===== src/rtl/halfband_interp_sym.sv =====
// x2 polyphase halfband interpolator: 15-tap symmetric kernel with the even phase as an 8-tap FIR and the odd phase as a pure delay.
// Define HB_INTERP_SAT_EN to saturate the even-phase result instead of letting it wrap.
module halfband_interp_sym #(
    parameter int WIDTH  = 18,
    parameter int CWIDTH = 18,
    parameter int ACCW   = 40
) (
    input  logic                    sys_clk,
    input  logic                    reset,
    input  logic                    sam_clk_en,
    input  logic                    sys_clk2_en,
    input  logic signed [WIDTH-1:0] x_in,
    output logic signed [WIDTH-1:0] y,
    output logic                    y_phase
);

    localparam int PW    = WIDTH + 1;
    localparam int MW    = PW + CWIDTH;
    localparam int SHIFT = CWIDTH - 1;
    localparam int RW    = ACCW - SHIFT;

    localparam logic signed [CWIDTH-1:0] COEF [4] = '{
        CWIDTH'(-320), CWIDTH'(3144), CWIDTH'(-15696), CWIDTH'(78408)
    };

    localparam logic signed [ACCW-1:0] RND_HALF = ACCW'(1) <<< (SHIFT - 1);

    logic signed [WIDTH-1:0] x_q [8];
    logic signed [WIDTH-1:0] x_d [8];

    logic signed [PW-1:0]    p_q [4];
    logic signed [PW-1:0]    p_d [4];
    logic signed [WIDTH-1:0] d1_q, d1_d;

    logic signed [MW-1:0]    m_q [4];
    logic signed [MW-1:0]    m_d [4];
    logic signed [WIDTH-1:0] d2_q, d2_d;

    logic signed [WIDTH-1:0] even_r_q, even_r_d;
    logic signed [WIDTH-1:0] odd_r_q, odd_r_d;

    logic signed [WIDTH-1:0] odd_hold_q, odd_hold_d;
    logic signed [WIDTH-1:0] y_q, y_d;
    logic                    y_phase_q, y_phase_d;

    logic signed [ACCW-1:0]  acc_sum;
    logic signed [ACCW-1:0]  acc_rnd;

    // Delay line only moves on the input-rate strobe, regardless of the output strobe.
    always_comb begin
        for (int k = 0; k < 8; k++) begin
            x_d[k] = x_q[k];
        end
        if (sam_clk_en) begin
            x_d[0] = x_in;
            for (int k = 1; k < 8; k++) begin
                x_d[k] = x_q[k-1];
            end
        end
    end

    // Arithmetic pipeline runs every cycle; the sample period leaves ample settle time.
    always_comb begin
        for (int k = 0; k < 4; k++) begin
            p_d[k] = PW'(x_q[k]) + PW'(x_q[7-k]);
            m_d[k] = MW'(p_q[k]) * MW'(COEF[k]);
        end
        d1_d    = x_q[3];
        d2_d    = d1_q;
        odd_r_d = d2_q;
    end

    always_comb begin
        acc_sum = ACCW'(m_q[0]) + ACCW'(m_q[1]) + ACCW'(m_q[2]) + ACCW'(m_q[3]);
        acc_rnd = acc_sum + RND_HALF;
    end

`ifdef HB_INTERP_SAT_EN
    logic signed [RW-1:0] shifted;
    logic                 ovf;

    always_comb begin
        shifted = RW'(acc_rnd >>> SHIFT);
        ovf     = (shifted[RW-1:WIDTH-1] != {(RW-WIDTH+1){shifted[RW-1]}});
        if (ovf) begin
            even_r_d = shifted[RW-1] ? {1'b1, {(WIDTH-1){1'b0}}}
                                     : {1'b0, {(WIDTH-1){1'b1}}};
        end else begin
            even_r_d = shifted[WIDTH-1:0];
        end
    end
`else
    always_comb begin
        even_r_d = WIDTH'(acc_rnd >>> SHIFT);
    end
`endif

    // The even strobe also latches the matching odd sample so the pair leaves together.
    always_comb begin
        y_d        = y_q;
        y_phase_d  = y_phase_q;
        odd_hold_d = odd_hold_q;
        if (sys_clk2_en) begin
            if (sam_clk_en) begin
                y_d        = even_r_q;
                odd_hold_d = odd_r_q;
                y_phase_d  = 1'b0;
            end else begin
                y_d        = odd_hold_q;
                y_phase_d  = 1'b1;
            end
        end
    end

    always_ff @(posedge sys_clk) begin
        if (reset) begin
            for (int k = 0; k < 8; k++) begin
                x_q[k] <= '0;
            end
            for (int k = 0; k < 4; k++) begin
                p_q[k] <= '0;
                m_q[k] <= '0;
            end
            d1_q       <= '0;
            d2_q       <= '0;
            even_r_q   <= '0;
            odd_r_q    <= '0;
            odd_hold_q <= '0;
            y_q        <= '0;
            y_phase_q  <= 1'b0;
        end else begin
            for (int k = 0; k < 8; k++) begin
                x_q[k] <= x_d[k];
            end
            for (int k = 0; k < 4; k++) begin
                p_q[k] <= p_d[k];
                m_q[k] <= m_d[k];
            end
            d1_q       <= d1_d;
            d2_q       <= d2_d;
            even_r_q   <= even_r_d;
            odd_r_q    <= odd_r_d;
            odd_hold_q <= odd_hold_d;
            y_q        <= y_d;
            y_phase_q  <= y_phase_d;
        end
    end

    assign y       = y_q;
    assign y_phase = y_phase_q;

endmodule


===== config.mk =====
export PLATFORM = sky130hd
export DESIGN_NAME = halfband_interp_sym
export DESIGN_NICKNAME = d
export VERILOG_FILES = /design/src/rtl/halfband_interp_sym.sv
export SDC_FILE = /design/constraint.sdc
export NUM_CORES = 2
export LEC_CHECK = 0
export BUFFER_PORTS_ARGS = -buffer_cell sky130_fd_sc_hd__buf_2
export CAP_MARGIN = 20
export CORE_ASPECT_RATIO = 1.25
export CORE_MARGIN = 2
export CORE_UTILIZATION = 45
export DETAILED_ROUTE_END_ITERATION = 10
export HOLD_SLACK_MARGIN = 0.03
export PLACE_DENSITY = 0.72
export SLEW_MARGIN = 20
export SYNTH_ARGS = -nofsm -noshare
export SYNTH_HDL_FRONTEND = slang
export SYNTH_SLANG_ARGS = --single-unit

===== constraint.sdc =====
create_clock -name sys_clk -period 4.2 [get_ports sys_clk]
set_input_delay 0.42 -clock sys_clk [delete_from_list [all_inputs] [get_ports sys_clk]]
set_output_delay 0.42 -clock sys_clk [all_outputs]
set_load 0.02 [all_outputs]

Yosys cells after proc, flatten, opt, wreduce, memory -nomap -nowiden
Memory sizes are Yosys's and may differ from the RTL's.
Index checks and enable logic that the tools add are counted.
{ "totals": {"regBits": 109, "input_bits": 22, "output_inout_bits": 19, "memories": 3, "ramBits": 356} }
{ "classes": {"bitwise": 16, "addsub": 8, "multipliers": 4, "reduce_logical": 1, "mux": 22} }
{ "mem_list": {"columns": ["name", "depth", "word_bits", "read_ports", "rd_clocked_by_memory_dff", "wr", "line_no", "text"], "rows": [
  ["x_q", 8, 18, 8, 0, 8, "28", "logic signed [WIDTH-1:0] x_q [8];"],
  ["m_q", 4, 34, 4, 0, 4, "35", "logic signed [MW-1:0] m_q [4];"],
  ["p_q", 4, 19, 4, 0, 4, "31", "logic signed [PW-1:0] p_q [4];"]
]} }
{ "op_table": {"columns": ["cell", "n"], "rows": [
  ["$mux 18", 9],
  ["$mux 144", 1],
  ["$mux 34", 4],
  ["$add 35x35->35", 3],
  ["$add 18x18->19", 4],
  ["$mux 19", 4],
  ["$add 35x18->35 const B", 1],
  ["$mul 19x15->34 const B", 1],
  ["$mul 19x11->30 const B", 1],
  ["$mul 19x10->29 const B", 1],
  ["$mul 19x4->23 const B", 1],
  ["$or 1x1->1", 16],
  ["$mux 1", 4],
  ["$reduce_and 2->1", 1]
]} }

Longest topological paths before layout
An unclocked memory read counts as a cell.
{ "depth": {"word_depth": 5, "mapped_depth": 17} }

Least setup slack after synthesis
No wires, ideal clock.
{ "synth_path": {"path_type": "reg2reg", "startpoint": "mem p_q[3][8] (netlist name)", "endpoint": "mem m_q[3][30] (netlist name)", "path_slack_ns": -0.381, "required_time_ns": 4.079, "stages_incl_launch_ff": 16, "n_path_buf": 1, "period_less_slack_ns": 4.581, "setup_ns": 0.121, "t_arrival_ns": 4.460, "cell_sequence": "dfxtp_1 ha_1 ha_1 fa_1 fa_1 fa_1 ha_1 ha_1 clkbuf_1 a21oi_1 o21a_1 o21ai_0 o21ai_1 o21ai_1 a211oi_1 mux2_2"} }
{ "synth_lines": {"columns": ["item", "line_no"], "rows": [
  ["start, declared", "31"],
  ["end, declared", "35"]
]} }

==> flow_metrics.env <==
export IMPL_clock_latency_ps=610
export IMPL_synthTopCellsByCount="ha_1 (517), dfxtp_1 (443), nor2_1 (410)"
export IMPL_end_kind="flip-flop"
export IMPL_fin_crit_ps=4510
export IMPL_r2r_end="m_q[3][29]"
export IMPL_hold_ws_ps=56.7
export IMPL_die_h_microns=306
export IMPL_worstMarginPinSlew_ps=869
export IMPL_synth_edf_count=0
export IMPL_layout_setup_ws_ps=-310
export IMPL_critPathRequiredTime_ps=4680
export IMPL_h_tree_depth=2
export IMPL_reg2regPathDepth=14
export IMPL_yosys_warnings=0
export IMPL_violations="negative setup slack"
export IMPL_yosysTopAreaCell="dfxtp_1"
export IMPL_area_delta_synth_final_pct=19.6
export IMPL_postLayoutCellArea_sq_um=39200
export IMPL_hold_path_class="primary input to flip-flop"
export IMPL_grt_overflow=0
export IMPL_synth_area_sq_um=32800
export IMPL_dpl_hpwl_microns=62900
export IMPL_fmax_mhz=222
export IMPL_path_max_fanout=5
export IMPL_antenna_found_initial=5
export IMPL_hold_viol=0
export IMPL_r2r_slack_ps=-310
export IMPL_drtAntennaViolNets=0
export IMPL_drt_pass1_iterations=5
export IMPL_crit_arrival_ps=4990
export IMPL_drive_above_1_share_pct=18.3
export IMPL_syn_area_per_cell_sq_um=9.53
export IMPL_max_vdd_ir_drop_mv=0.282
export IMPL_seq_area_frac_synth_pct=27.0
export IMPL_post_route_util_pct=54.4
export IMPL_ys_flop_type="dfxtp_1"
export IMPL_status="complete, but fails checks"
export IMPL_clk_path_buf_depth=3
export IMPL_die_w_microns=245
export IMPL_ys_seq_elements=443
export IMPL_start_util_pct=45.5
export IMPL_grt_max_degree=150
export IMPL_slew_headroom_pct=42.1
export IMPL_fillerInstances=6207
export IMPL_cp_startpoint="p_q[3][13]"
export IMPL_grt_pass1_wl_microns=127000
export IMPL_core_rowCount=110
export IMPL_start_kind="flip-flop"
export IMPL_finalWeightedCongestion=0.921
export IMPL_async_reset_ff_share_pct=0
export IMPL_track_usage_pct=21.2
export IMPL_finalWirelength_microns=80400
export IMPL_grt_pass1_vias=24300
export IMPL_drtIter0Drc=1366
export IMPL_wl_per_cell_microns=17.3
export IMPL_vias=24300
export IMPL_ys_top_cells_by_area="dfxtp_1 (27%), ha_1 (20%), fa_1 (14%)"
export IMPL_placed_cell_area_sq_um=35800
export IMPL_synthesis_instances=3440
export IMPL_synth_top_cell_area_share_pct=27.0
export IMPL_io_buffers=40
export IMPL_finalNetCount=4422
export IMPL_rsz0062_at_grt="true"
export IMPL_numCtsBuffers=46
export IMPL_synth_cell_types=84
export IMPL_cap_violations=0
export IMPL_clk_pin_slew_ps=60
export IMPL_timing_rr_start="p_q[3][13]"
export IMPL_p_leak_nw=19.2
export IMPL_vias_per_cell=5.23
export IMPL_critPathKind="flip-flop to flip-flop"
export IMPL_slew_violations=0
export IMPL_core_area_sq_um=72100
export IMPL_syn_nets=4209
export IMPL_clkSinkCount=443
export IMPL_crit_path_end="m_q[3][29]"
export IMPL_finalCritPeriodShare_pct=107
export IMPL_die_area_sq_um=75100
export IMPL_fin_skew_ps=30.8
export IMPL_root_buffer="clkbuf_16"
export IMPL_post_route_drc_count=0
export IMPL_powerDensity_nw_per_um2=311
export IMPL_cts_tree="yes"
export IMPL_synth_most_common_cell="ha_1"
export IMPL_setup_viol=13
export IMPL_io_pins=41
## layer usage
layer | up-vias | GRT usage [%] | part of all wire [%]
li1 | 12100 | - | -
met1 | 11600 | 26.2 | 43
met2 | 388 | 37.6 | 50
met3 | 157 | 2.49 | 2.9
met4 | 0 | 7.71 | 4.0
met5 | - | 0 | 0
## flip-flops by register name, summed over array words and instances (netlist names), 18 cells and up
signal and flops:
odd_hold_q 18, d2_q 18, odd_r_q 18, even_r_q 18, d1_q 18, m_q 114
y 18, x_q 144, p_q 76
## through the flow
stage	setup TNS, ps	setup slack [ps]	instances	power, mW
CTS	-1330	-305	4625	12.2
floorplan	-305	-94.3	3440	7.04
finish	-1690	-310	4639	12.2
global route	-4050	-420	4638	12.9
detailed placement	-3860	-317	4525	7.92
global placement	-3010	-245	4525	7.86
## how the worst min path moves through the flow
stage | startpoint | endpoint | slack (ps) | cells past startpoint
floorplan | d1_q[0] | d2_q[0] | 410 | 1
global placement | d2_q[16] | odd_r_q[16] | 420 | 1
detailed placement | d1_q[16] | d2_q[16] | 420 | 1
CTS | x_in[2] | x_q[0][2] | 30 | 3
global route | x_in[16] | x_q[0][16] | 40 | 3
finish | x_in[6] | x_q[0][6] | 60 | 3
## cells in the final DEF (no fill, tap or decap), types with 19 or more instances in the layout
master	count
a211oi_1	34
a21o_1	91
a21oi_1	120
a31oi_1	21
buf_2	38
buf_4	209
clkbuf_16	46
dfxtp_1	398
dfxtp_2	26
dfxtp_4	19
fa_1	214
ha_1	415
ha_4	97
inv_1	387
inv_2	19
mux2_2	28
mux2i_1	167
nand2_1	110
nand2b_1	27
nand3_1	31
nand4_1	19
nor2_1	404
nor2b_1	126
nor3_1	40
o21a_1	27
o21ai_0	63
xnor2_1	74
xor2_1	54
## critical path, stage by stage, from the launching register on
cell       delay [ps]
dfxtp_4           370
ha_4              250
ha_4              230
fa_1              480
fa_1              520
fa_1              540
ha_4              300
ha_4              200
a21o_1            180
a21o_1            170
a21o_1            180
a2111oi_4         310
nor3_2            100
a211o_1           270
a311o_1           270
## what timing repair did
item / 4_1_cts / 5_1_grt
hold buffers: 4 / 0
gates resized for setup: 126 / 179
endpoints found under the hold margin: 4 / 0
pin swaps: 80 / 103
endpoints found under the setup margin: 31 / 42
buffers inserted: 17 / 16
## final cells by class
class,count,area [sq um],area share (%)
antenna,1,2.50,0.00638
clock buffer,57,1240,3.17
clock inverter,24,308,0.785
inverter,408,1540,3.92
multi-input combinational,2479,23900,60.8
sequential,443,8970,22.9
tap,952,1190,3.04
timing repair buffer,275,2110,5.38
## power breakdown
part	internal (mW)	total (mW)	switching (mW)	leakage (nW)
clock	2.43	4.19	1.75	0.755
combinational	1.44	3.37	1.93	14.8
sequential	4.45	4.63	0.184	3.63
total	8.32	12.2	3.87	19.2
## cells by family after synthesis
family	count (synthesis)	share of synthesized area (%)
AOI/OAI and AO/OA	546	11.2
xor gates and xnor gates	133	3.55
adders and majority gates	747	33.8
buffers and inverters	518	5.94
DFF	443	27.0
muxes	203	6.35
and+or+nand+nor	850	12.1
(Power assumes the default switching activity.)
